**config.mk**
```make
export PLATFORM = sky130hd
export DESIGN_NAME = traffic_light_monitor
export DESIGN_NICKNAME = d
export VERILOG_FILES = /design/src/rtl/traffic_pkg.sv /design/src/rtl/light_phase_decode.sv /design/src/rtl/traffic_light_monitor.sv
export SDC_FILE = /design/constraint.sdc
export NUM_CORES = 1
export LEC_CHECK = 0
export CORE_ASPECT_RATIO = 0.6
export CORE_UTILIZATION = 45
export DETAILED_ROUTE_END_ITERATION = 8
export GPL_TIMING_DRIVEN = 0
export PLACE_DENSITY_LB_ADDON = 0.12
export SETUP_SLACK_MARGIN = 0.2
export SLEW_MARGIN = 20
export SYNTH_ARGS = -nofsm -noshare
export SYNTH_HDL_FRONTEND = slang
export SYNTH_HIERARCHICAL = 1
export SYNTH_SLANG_ARGS = --single-unit
```
**constraint.sdc**
```tcl
create_clock -name clk -period 2.7 [get_ports clk]
set_clock_uncertainty 0.2 [all_clocks]
set_input_delay 0.54 -clock clk [delete_from_list [all_inputs] [get_ports clk]]
set_output_delay 0.54 -clock clk [all_outputs]
set_load 0.1 [all_outputs]
```
**src/rtl/traffic_pkg.sv**
```systemverilog
// Shared encodings and phase-table helpers for the traffic light bus monitor.
// Lamp vectors are {R,Y,G}; phases P1..P6 are coded 0..5, 7 means not yet known.
package traffic_pkg;

    localparam logic [2:0] RED   = 3'b100;
    localparam logic [2:0] YEL   = 3'b010;
    localparam logic [2:0] GRN   = 3'b001;

    localparam logic [2:0] P1    = 3'd0;
    localparam logic [2:0] P2    = 3'd1;
    localparam logic [2:0] P3    = 3'd2;
    localparam logic [2:0] P4    = 3'd3;
    localparam logic [2:0] P5    = 3'd4;
    localparam logic [2:0] P6    = 3'd5;
    localparam logic [2:0] P_UNK = 3'd7;

    localparam logic [3:0] DWELL_MAX = 4'd15;

    typedef enum logic [0:0] {
        SYNC  = 1'b0,
        TRACK = 1'b1
    } mon_state_e;

    function automatic logic [2:0] successor(input logic [2:0] ph);
        case (ph)
            P1:      successor = P2;
            P2:      successor = P3;
            P3:      successor = P4;
            P4:      successor = P5;
            P5:      successor = P6;
            P6:      successor = P1;
            default: successor = P_UNK;
        endcase
    endfunction

    // Yellow phases share one dwell; P_UNK never reaches a dwell check.
    function automatic logic [3:0] dwell_limit(input logic [2:0] ph,
                                               input logic [3:0] d_main,
                                               input logic [3:0] d_yel,
                                               input logic [3:0] d_turn,
                                               input logic [3:0] d_side);
        case (ph)
            P1:         dwell_limit = d_main;
            P2, P4, P6: dwell_limit = d_yel;
            P3:         dwell_limit = d_turn;
            P5:         dwell_limit = d_side;
            default:    dwell_limit = 4'd0;
        endcase
    endfunction

endpackage

```
**src/rtl/light_phase_decode.sv**
```systemverilog
// Combinational lamp-vector decoder: maps the four approach vectors onto a phase.
// Any combination outside the phase table (including non-one-hot lamps) is illegal.
module light_phase_decode
    import traffic_pkg::*;
(
    input  logic [2:0] m1,
    input  logic [2:0] m2,
    input  logic [2:0] mt,
    input  logic [2:0] s,
    output logic [2:0] phase,
    output logic       legal
);

    // Table lookup on the full 12-bit lamp pattern.
    always_comb begin
        phase = P_UNK;
        legal = 1'b0;
        case ({m1, m2, mt, s})
            {GRN, GRN, RED, RED}: begin phase = P1; legal = 1'b1; end
            {GRN, YEL, RED, RED}: begin phase = P2; legal = 1'b1; end
            {GRN, RED, GRN, RED}: begin phase = P3; legal = 1'b1; end
            {YEL, RED, YEL, RED}: begin phase = P4; legal = 1'b1; end
            {RED, RED, RED, GRN}: begin phase = P5; legal = 1'b1; end
            {RED, RED, RED, YEL}: begin phase = P6; legal = 1'b1; end
            default:              begin phase = P_UNK; legal = 1'b0; end
        endcase
    end

endmodule

```
**src/rtl/traffic_light_monitor.sv**
```systemverilog
// Independent safety observer for the 4-approach traffic light bus.
// Tracks phase order and dwell, raises sticky fault flags and counts clean signal cycles.
module traffic_light_monitor
    import traffic_pkg::*;
#(
    parameter int T_MAIN = 7,
    parameter int T_YEL  = 2,
    parameter int T_TURN = 5,
    parameter int T_SIDE = 3,
    parameter int CNT_W  = 16
) (
    input  logic             clk,
    input  logic             reset,
    input  logic [2:0]       M1,
    input  logic [2:0]       M2,
    input  logic [2:0]       MT,
    input  logic [2:0]       S,
    input  logic             clr_err,
    output logic [2:0]       phase,
    output logic             synced,
    output logic             err_illegal,
    output logic             err_seq,
    output logic             err_timing,
    output logic             err_pulse,
    output logic [CNT_W-1:0] cycle_cnt
);

    localparam logic [3:0] D_MAIN = 4'(T_MAIN + 1);
    localparam logic [3:0] D_YEL  = 4'(T_YEL + 1);
    localparam logic [3:0] D_TURN = 4'(T_TURN + 1);
    localparam logic [3:0] D_SIDE = 4'(T_SIDE + 1);

    logic [2:0]       dec_phase_s;
    logic             dec_legal_s;

    mon_state_e       state_r, state_s;
    logic [2:0]       phase_r, phase_s;
    logic [3:0]       dwell_r, dwell_s, dwell_inc_s, dwell_lim_s;
    logic             ovr_done_r, ovr_done_s;
    logic             synced_r;
    logic             err_illegal_r, err_seq_r, err_timing_r, err_pulse_r;
    logic             det_illegal_s, det_seq_s, det_timing_s, cnt_inc_s;
    logic [CNT_W-1:0] cycle_cnt_r;

    light_phase_decode u_decode (
        .m1    (M1),
        .m2    (M2),
        .mt    (MT),
        .s     (S),
        .phase (dec_phase_s),
        .legal (dec_legal_s)
    );

    // Next-state, dwell bookkeeping and error detection for the sampled lamp pattern.
    always_comb begin
        state_s       = state_r;
        phase_s       = phase_r;
        dwell_s       = dwell_r;
        ovr_done_s    = ovr_done_r;
        det_illegal_s = 1'b0;
        det_seq_s     = 1'b0;
        det_timing_s  = 1'b0;
        cnt_inc_s     = 1'b0;
        dwell_inc_s   = (dwell_r == DWELL_MAX) ? dwell_r : dwell_r + 4'd1;
        dwell_lim_s   = dwell_limit(phase_r, D_MAIN, D_YEL, D_TURN, D_SIDE);

        if (!dec_legal_s) begin
            det_illegal_s = 1'b1;
            state_s       = SYNC;
            phase_s       = P_UNK;
            dwell_s       = 4'd0;
            ovr_done_s    = 1'b0;
        end else begin
            case (state_r)
                SYNC: begin
                    if (phase_r == P_UNK) begin
                        phase_s    = dec_phase_s;
                        dwell_s    = 4'd1;
                        ovr_done_s = 1'b0;
                    end else if (dec_phase_s == phase_r) begin
                        dwell_s = dwell_inc_s;
                    end else begin
                        // Lock-on transition: the old occupancy was only partially seen.
                        state_s    = TRACK;
                        phase_s    = dec_phase_s;
                        dwell_s    = 4'd1;
                        ovr_done_s = 1'b0;
                    end
                end
                TRACK: begin
                    if (dec_phase_s == phase_r) begin
                        dwell_s = dwell_inc_s;
                        if ((dwell_r >= dwell_lim_s) && !ovr_done_r) begin
                            det_timing_s = 1'b1;
                            ovr_done_s   = 1'b1;
                        end else begin
                            ovr_done_s = ovr_done_r;
                        end
                    end else begin
                        if (dec_phase_s != successor(phase_r)) begin
                            det_seq_s = 1'b1;
                        end else if (dwell_r < dwell_lim_s) begin
                            det_timing_s = 1'b1;
                        end else begin
                            cnt_inc_s = (phase_r == P6);
                        end
                        phase_s    = dec_phase_s;
                        dwell_s    = 4'd1;
                        ovr_done_s = 1'b0;
                    end
                end
                default: begin
                    state_s    = SYNC;
                    phase_s    = P_UNK;
                    dwell_s    = 4'd0;
                    ovr_done_s = 1'b0;
                end
            endcase
        end
    end

    // State, sticky flags, pulse and cycle counter registers.
    always_ff @(posedge clk or negedge reset) begin
        if (!reset) begin
            state_r       <= SYNC;
            phase_r       <= P_UNK;
            dwell_r       <= 4'd0;
            ovr_done_r    <= 1'b0;
            synced_r      <= 1'b0;
            err_illegal_r <= 1'b0;
            err_seq_r     <= 1'b0;
            err_timing_r  <= 1'b0;
            err_pulse_r   <= 1'b0;
            cycle_cnt_r   <= '0;
        end else begin
            state_r       <= state_s;
            phase_r       <= phase_s;
            dwell_r       <= dwell_s;
            ovr_done_r    <= ovr_done_s;
            synced_r      <= (state_s == TRACK);
            err_illegal_r <= det_illegal_s | (err_illegal_r & ~clr_err);
            err_seq_r     <= det_seq_s     | (err_seq_r     & ~clr_err);
            err_timing_r  <= det_timing_s  | (err_timing_r  & ~clr_err);
            err_pulse_r   <= det_illegal_s | det_seq_s | det_timing_s;
            if (cnt_inc_s) begin
                cycle_cnt_r <= cycle_cnt_r + {{(CNT_W-1){1'b0}}, 1'b1};
            end else begin
                cycle_cnt_r <= cycle_cnt_r;
            end
        end
    end

    assign phase       = phase_r;
    assign synced      = synced_r;
    assign err_illegal = err_illegal_r;
    assign err_seq     = err_seq_r;
    assign err_timing  = err_timing_r;
    assign err_pulse   = err_pulse_r;
    assign cycle_cnt   = cycle_cnt_r;

endmodule

```
# Yosys cells after proc, flatten, opt, wreduce, memory -nomap -nowiden
# Cells that the tools add are included.
dict set report classes {
  addsub 2
  magnitude_cmp 2
  n_eq_ne 17
  n_mux 42
  bitwise_logic 10
  reduce_logical 6
}
# op n
set op_table {}
lappend op_table {{== test 12 x 10 -> 1 bit, second input constant} 3}
lappend op_table {{one-hot mux 3 bit (6 select lines)} 2}
lappend op_table {{2-to-1 mux 1 bit} 26}
lappend op_table {{== test 12 bit, second input constant} 2}
lappend op_table {{2-to-1 mux 3 bit} 6}
lappend op_table {{adder 16 x 1 -> 16 bit, second input constant} 1}
lappend op_table {{2-to-1 mux 4 bit} 4}
lappend op_table {{one-hot mux 4 bit (4 select lines)} 1}
lappend op_table {{== test 12 x 11 -> 1 bit, second input constant} 1}
lappend op_table {{== test 3 bit, second input constant} 3}
lappend op_table {{one-hot mux 4 bit (2 select lines)} 1}
lappend op_table {{== test 3 x 2 -> 1 bit, second input constant} 2}
lappend op_table {{one-hot mux 3 bit (2 select lines)} 1}
lappend op_table {{OR reduction 6 bit} 1}
lappend op_table {{OR 1 bit} 5}
lappend op_table {{adder 4 x 1 -> 4 bit, second input constant} 1}
lappend op_table {{== test 4 bit, second input constant} 1}
lappend op_table {{>= comparator 4 bit} 1}
lappend op_table {{less-than comparator 4 bit} 1}
lappend op_table {{!= test 4 x 3 -> 1 bit, second input constant} 1}
lappend op_table {{!= test 4 bit, second input constant} 1}
lappend op_table {{AND 1 bit} 3}
lappend op_table {{== test 3 x 1 -> 1 bit, second input constant} 1}
lappend op_table {{== test 3 bit} 1}
lappend op_table {{8 further kinds} 9}
dict set report word_totals {
  regBits 29
  out_inout_bits 24
  wordCells 88
}

# Longest topological paths before layout
dict set report depth {
  depth_word 13
  mapped_depth 9
  depth_no_buf 9
}

# Cells and area by module
# The synthesis kept the hierarchy.
# module instances cells_each area_per_inst_um2 seq_area_each_um2
set modules_own_cells {}
lappend modules_own_cells {traffic_light_monitor 1 158 1629.1 729.4}
lappend modules_own_cells {light_phase_decode 1 24 192.7 0.0}

# Worst setup path after synthesis
# No wires, ideal clock.
dict set report synth_path {
  path_kind {input-to-reg}
  from {input port S[1]}
  to {register cycle_cnt_r[1], in the netlist cycle_cnt[1]}
  setup_time_ns 0.126
  arrival_ns 2.784
  required_time_ns 2.374
  setup_slack_ns -0.410
  stages 9
  n_path_buf 0
  cell_sequence {or4b_4 -> nor4b_4 -> nor2b_1 -> a211o_1 -> and2b_1 -> a32oi_2 -> nand2_1 -> nand2_1 -> mux2_2}
}
dict set report synth_between {
  elab_chain_len 7
  word_cells_on_any_way 15
  cone_classes {8 x eq/ne; 6 x mux; 1 x reduce/logical}
}
# element line
set synth_lines {}
lappend synth_lines {{from (decl)} traffic_light_monitor.sv:17} ;# input logic [2:0] S,
lappend synth_lines {{== test 12 bit (tied with other cells)} light_phase_decode.sv:18} ;# case ({m1, m2, mt, s})
lappend synth_lines {{one-hot mux 3 bit (6 select lines) (*)} light_phase_decode.sv:18}
lappend synth_lines {{named net dec_phase_s[2]} traffic_light_monitor.sv:33} ;# logic [2:0] dec_phase_s;
lappend synth_lines {{!= test 3 bit} traffic_light_monitor.sv:100} ;# if (dec_phase_s != successor(phase_r)) begin
lappend synth_lines {{2-to-1 mux 1 bit} traffic_light_monitor.sv:100}
lappend synth_lines {{2-to-1 mux 1 bit (*)} traffic_light_monitor.sv:91} ;# if (dec_phase_s == phase_r) begin
lappend synth_lines {{2-to-1 mux 1 bit (*)} traffic_light_monitor.sv:74} ;# case (state_r)
lappend synth_lines {{2-to-1 mux 1 bit (*)} traffic_light_monitor.sv:67} ;# if (!dec_legal_s) begin
lappend synth_lines {{to (signal assigned)} traffic_light_monitor.sv:146} ;# cycle_cnt_r <= cycle_cnt_r + {{(CNT_W-1){1'b0}}, 1'b1};
lappend synth_lines {{to (signal assigned)} traffic_light_monitor.sv:148} ;# cycle_cnt_r <= cycle_cnt_r;
lappend synth_lines {{to (decl)} traffic_light_monitor.sv:43} ;# logic [CNT_W-1:0] cycle_cnt_r;
# The timed path passes the listed nets; every way through them passes the cells marked *.
# A chain may end at the register's enable or synchronous reset.

# Worst setup path in the final report
dict set report layout_path {
  from {input port M1[1]}
  to {register cycle_cnt_r[1], in the netlist cycle_cnt[1]}
}
dict set report layout_between {
  elab_chain_len 7
  word_cells_on_any_way 15
  cone_classes {8 x eq/ne; 6 x mux; 1 x reduce/logical}
}
# element line
set layout_lines {}
lappend layout_lines {{from (decl)} traffic_light_monitor.sv:14} ;# input logic [2:0] M1,
lappend layout_lines {{== test 12 bit (tied with other cells)} light_phase_decode.sv:18}
lappend layout_lines {{one-hot mux 3 bit (6 select lines) (*)} light_phase_decode.sv:18}
lappend layout_lines {{named net dec_phase_s[2]} traffic_light_monitor.sv:33}
lappend layout_lines {{!= test 3 bit} traffic_light_monitor.sv:100}
lappend layout_lines {{2-to-1 mux 1 bit} traffic_light_monitor.sv:100}
lappend layout_lines {{2-to-1 mux 1 bit (*)} traffic_light_monitor.sv:91}
lappend layout_lines {{2-to-1 mux 1 bit (*)} traffic_light_monitor.sv:74}
lappend layout_lines {{2-to-1 mux 1 bit (*)} traffic_light_monitor.sv:67}
# Marked as above.

==> results_dict.tcl <==
set metrics [dict create \
    status "complete, but fails checks" \
    violations "DRC, setup timing" \
    worst_slack_ns -0.3427 \
    syn_nets 203 \
    synth.cell_area_sq_um 1822 \
    insertion_delay_ns 0.29 \
    crit_path_frequent_cell "nand2_2" \
    core-area_sq_um 3765 \
    ys_types 50 \
    worst_slew_pin_slew_ns 0.9792 \
    instances_no_fill 292 \
    grt.overflow.total 0 \
    ctsHoldBuffers 0 \
    ys_ff_latch 29 \
    htreeDepth 2 \
    synth_flop_cell "dfrtp_1" \
    syn_avg_cell_area_sq_um 10.01 \
    start_kind "input pin" \
    pwr_density_cell_nw_per_um2 357.9 \
    crit_required_ns 2.68 \
    grt_pass1_vias 1707 \
    fin_total_pwr_uw 970.5 \
    cp-end-kind "flip-flop" \
    synth_top_family_by_area "simple AND/OR/NAND/NOR gates" \
    setup_viol 25 \
    antenna_found_initial 0 \
    yosysMostFrequentCell "dfrtp_1" \
    rsz0062_at_grt "yes" \
    grt_usage_pct 25.56 \
    synth_common_cells "dfrtp_1 (26), nand2_1 (18), xnor2_1 (18)" \
    critPathKind "in2reg" \
    slew_headroom_pct 34.98 \
    synth_mux_area_share_pct 1.168 \
    grt_pass1_wl_mm 8.321 \
    io_pins 39 \
    ys_warn_count 6 \
    clk_pin_slew_ns 0.07 \
    dp.cells 267 \
    place_hpwl_mm 3.479 \
    drc_errors 6 \
    min_period_over_period_pct 112.7 \
    min_period_ns 3.043 \
    vdd_drop_max_v 0.0003361 \
    antenna_left 0 \
    rows 17 \
    r2r_slack_ns -0.18 \
    dr.pass1.iters 6 \
    synth_simple_gate_area_share_pct 27.13 \
    viasPerCell 5.880 \
    synth_edf_count 0 \
    hold_class "in2async" \
    crit_slowest_cell "nor4bb_2" \
    power.leakage_nw 1.211 \
    port_buffers 38 \
    layout-drive-gt1-share_pct 36.73 \
    die_w_um 84.14 \
    cpPeakStageDelay_ns 0.35 \
    area_delta_synth_final_pct 48.83 \
    tritoncts "yes" \
    synth_top_area_share_pct 35.71 \
    drv_cap 0 \
    grt_max_degree 30 \
    gp_congestion 0.8794 \
    cts_max_path_buffers 2 \
    final_max_slew_viol_count 0 \
    yosys.area.top_type "dfrtp_1" \
    cts_made_buffers 5 \
    die_h_um 51.29 \
    num_vias 1717 \
    synth-xor-area-share_pct 10.58 \
    cts_sinks 29 \
    ys_top_cells_by_area "dfrtp_1 (36%), xnor2_1 (8.7%), dfstp_2 (4.3%)" \
    synth_fa_ha_area_share_pct 4.121 \
    die_area_sq_um 4315 \
    num_antenna_cells 0 \
    syn_inst 182 \
    worstPathMaxFanout 4 \
    drt_iter0_markers 99 \
    root_buffer "clkbuf_8" \
    worstPathCellList "clkdlybuf4s15_1 -> nor4bb_2 -> o2111ai_2 -> nor2b_2 -> a211o_1 -> and2b_2 -> a32oi_4 -> nand2_2 -> nand2_2 -> mux2_4" \
    synth-async-reset-ratio_pct 100.0 \
    routedWlPerCell_um 17.61 \
    arrival_ns 3.02 \
    fin_nets 265 \
    start_util_pct 48.39 \
    wl_mm 5.143 \
    max_freq_mhz 328.7 \
    finalHoldViolCount 0 \
    ys_seq_area_share_pct 40.04 \
    synth-compound-area-share_pct 13.94 \
]
-- flip-flops by register name (all words and copies together), names as in the netlist --
register     count
ovr_done_r       1
err_seq          1
err_pulse        1
cycle_cnt       16
synced           1
err_illegal      1
err_timing       1
dwell_r          4
phase            3
-- worst paths after layout --
kind / start / to / cells after the start
max in group asynchronous: reset / dwell_r[1] / 1
worst min register to register: cycle_cnt[15] / cycle_cnt[15] / 1
min in group clk: cycle_cnt[15] / cycle_cnt[15] / 1
worst min-delay path: reset / cycle_cnt[2] / 1
worst max register to register: phase[1] / ovr_done_r / 10
worst max-delay path: M1[1] / cycle_cnt[1] / 10
-- cell usage in the layout (no fill, tap or decap), types with 3 or more instances in the layout --
cell type,Yosys,layout
inv_1,6,6
a31oi_1,3,3
nor2_1,11,10
xor2_1,4,4
nand3_1,11,5
and3_1,3,3
dfrtp_1,26,26
nand3_2,0,5
a21oi_1,6,3
nand4_1,6,6
ha_1,6,6
nand2b_1,4,3
buf_2,2,3
buf_4,3,15
buf_6,0,7
nand2_1,18,11
clkbuf_2,0,5
nand2_2,0,6
clkbuf_8,0,6
a21oi_2,0,3
dfstp_4,0,3
dlygate4sd2_1,0,23
nor3b_1,6,4
xnor2_1,18,16
-- what timing repair did --
item / CTS / global route
resized for setup: 90 / 26
pin swaps: 28 / 17
endpoints found under the setup margin: 49 / 27
buffers inserted: 11 / 6
-- critical path: cells and delay by family --
kind / cells / cell delay, ns
and+or+nand+nor: 5 / 1.07
AOI/OAI and AO/OA: 3 / 0.82
muxes: 1 / 0.30
buffers and inverters: 1 / 0.28
-- per-stage QoR --
step / TNS, ns / hold slack [ns] / area, sq um / setup slack (ns) / utilization [%]
after CTS: -7.397 / 0.09144 / 2604 / -0.4353 / 69.16
after global placement: -22.40 / 0.2597 / 2306 / -1.020 / 61.25
final: -5.449 / 0.07076 / 2711 / -0.3427 / 72.02
after global routing: -8.000 / 0.1125 / 2711 / -0.4229 / 72.02
after detailed placement: -23.52 / 0.2686 / 2301 / -1.057 / 61.12
after floorplan: -5.322 / 0.04441 / 1867 / -0.3546 / -
-- report_power, final --
part | internal, mW | switching (mW)
logic | 0.0266 | 0.0303
clock network | 0.300 | 0.179
registers | 0.434 | 0.0000458
-- per-layer routing --
layer	global-route usage [%]	part of all wire [%]
met2	43.31	49
met5	0	0
met1	31.41	43
met4	10.63	1.8
met3	6.785	5.5
-- layout make-up --
type / instances / area (sq um)
plain buffers: 5 / 45.04
clock buffers: 6 / 82.58
clock inverters: 2 / 37.54
fillers: 303 / 1054
inverters: 6 / 22.52
multi-input cells: 142 / 1251
flip-flops and latches: 29 / 740.7
well taps: 47 / 58.81
repair buffers: 55 / 473.0
-- cell families after synthesis --
family / Yosys count
compound gates: 29
fa+ha+maj: 6
simple gates: 83
buf+inv: 11
flops: 29
xor+xnor: 22
mux: 2
Power figures use the tool's default switching activity.
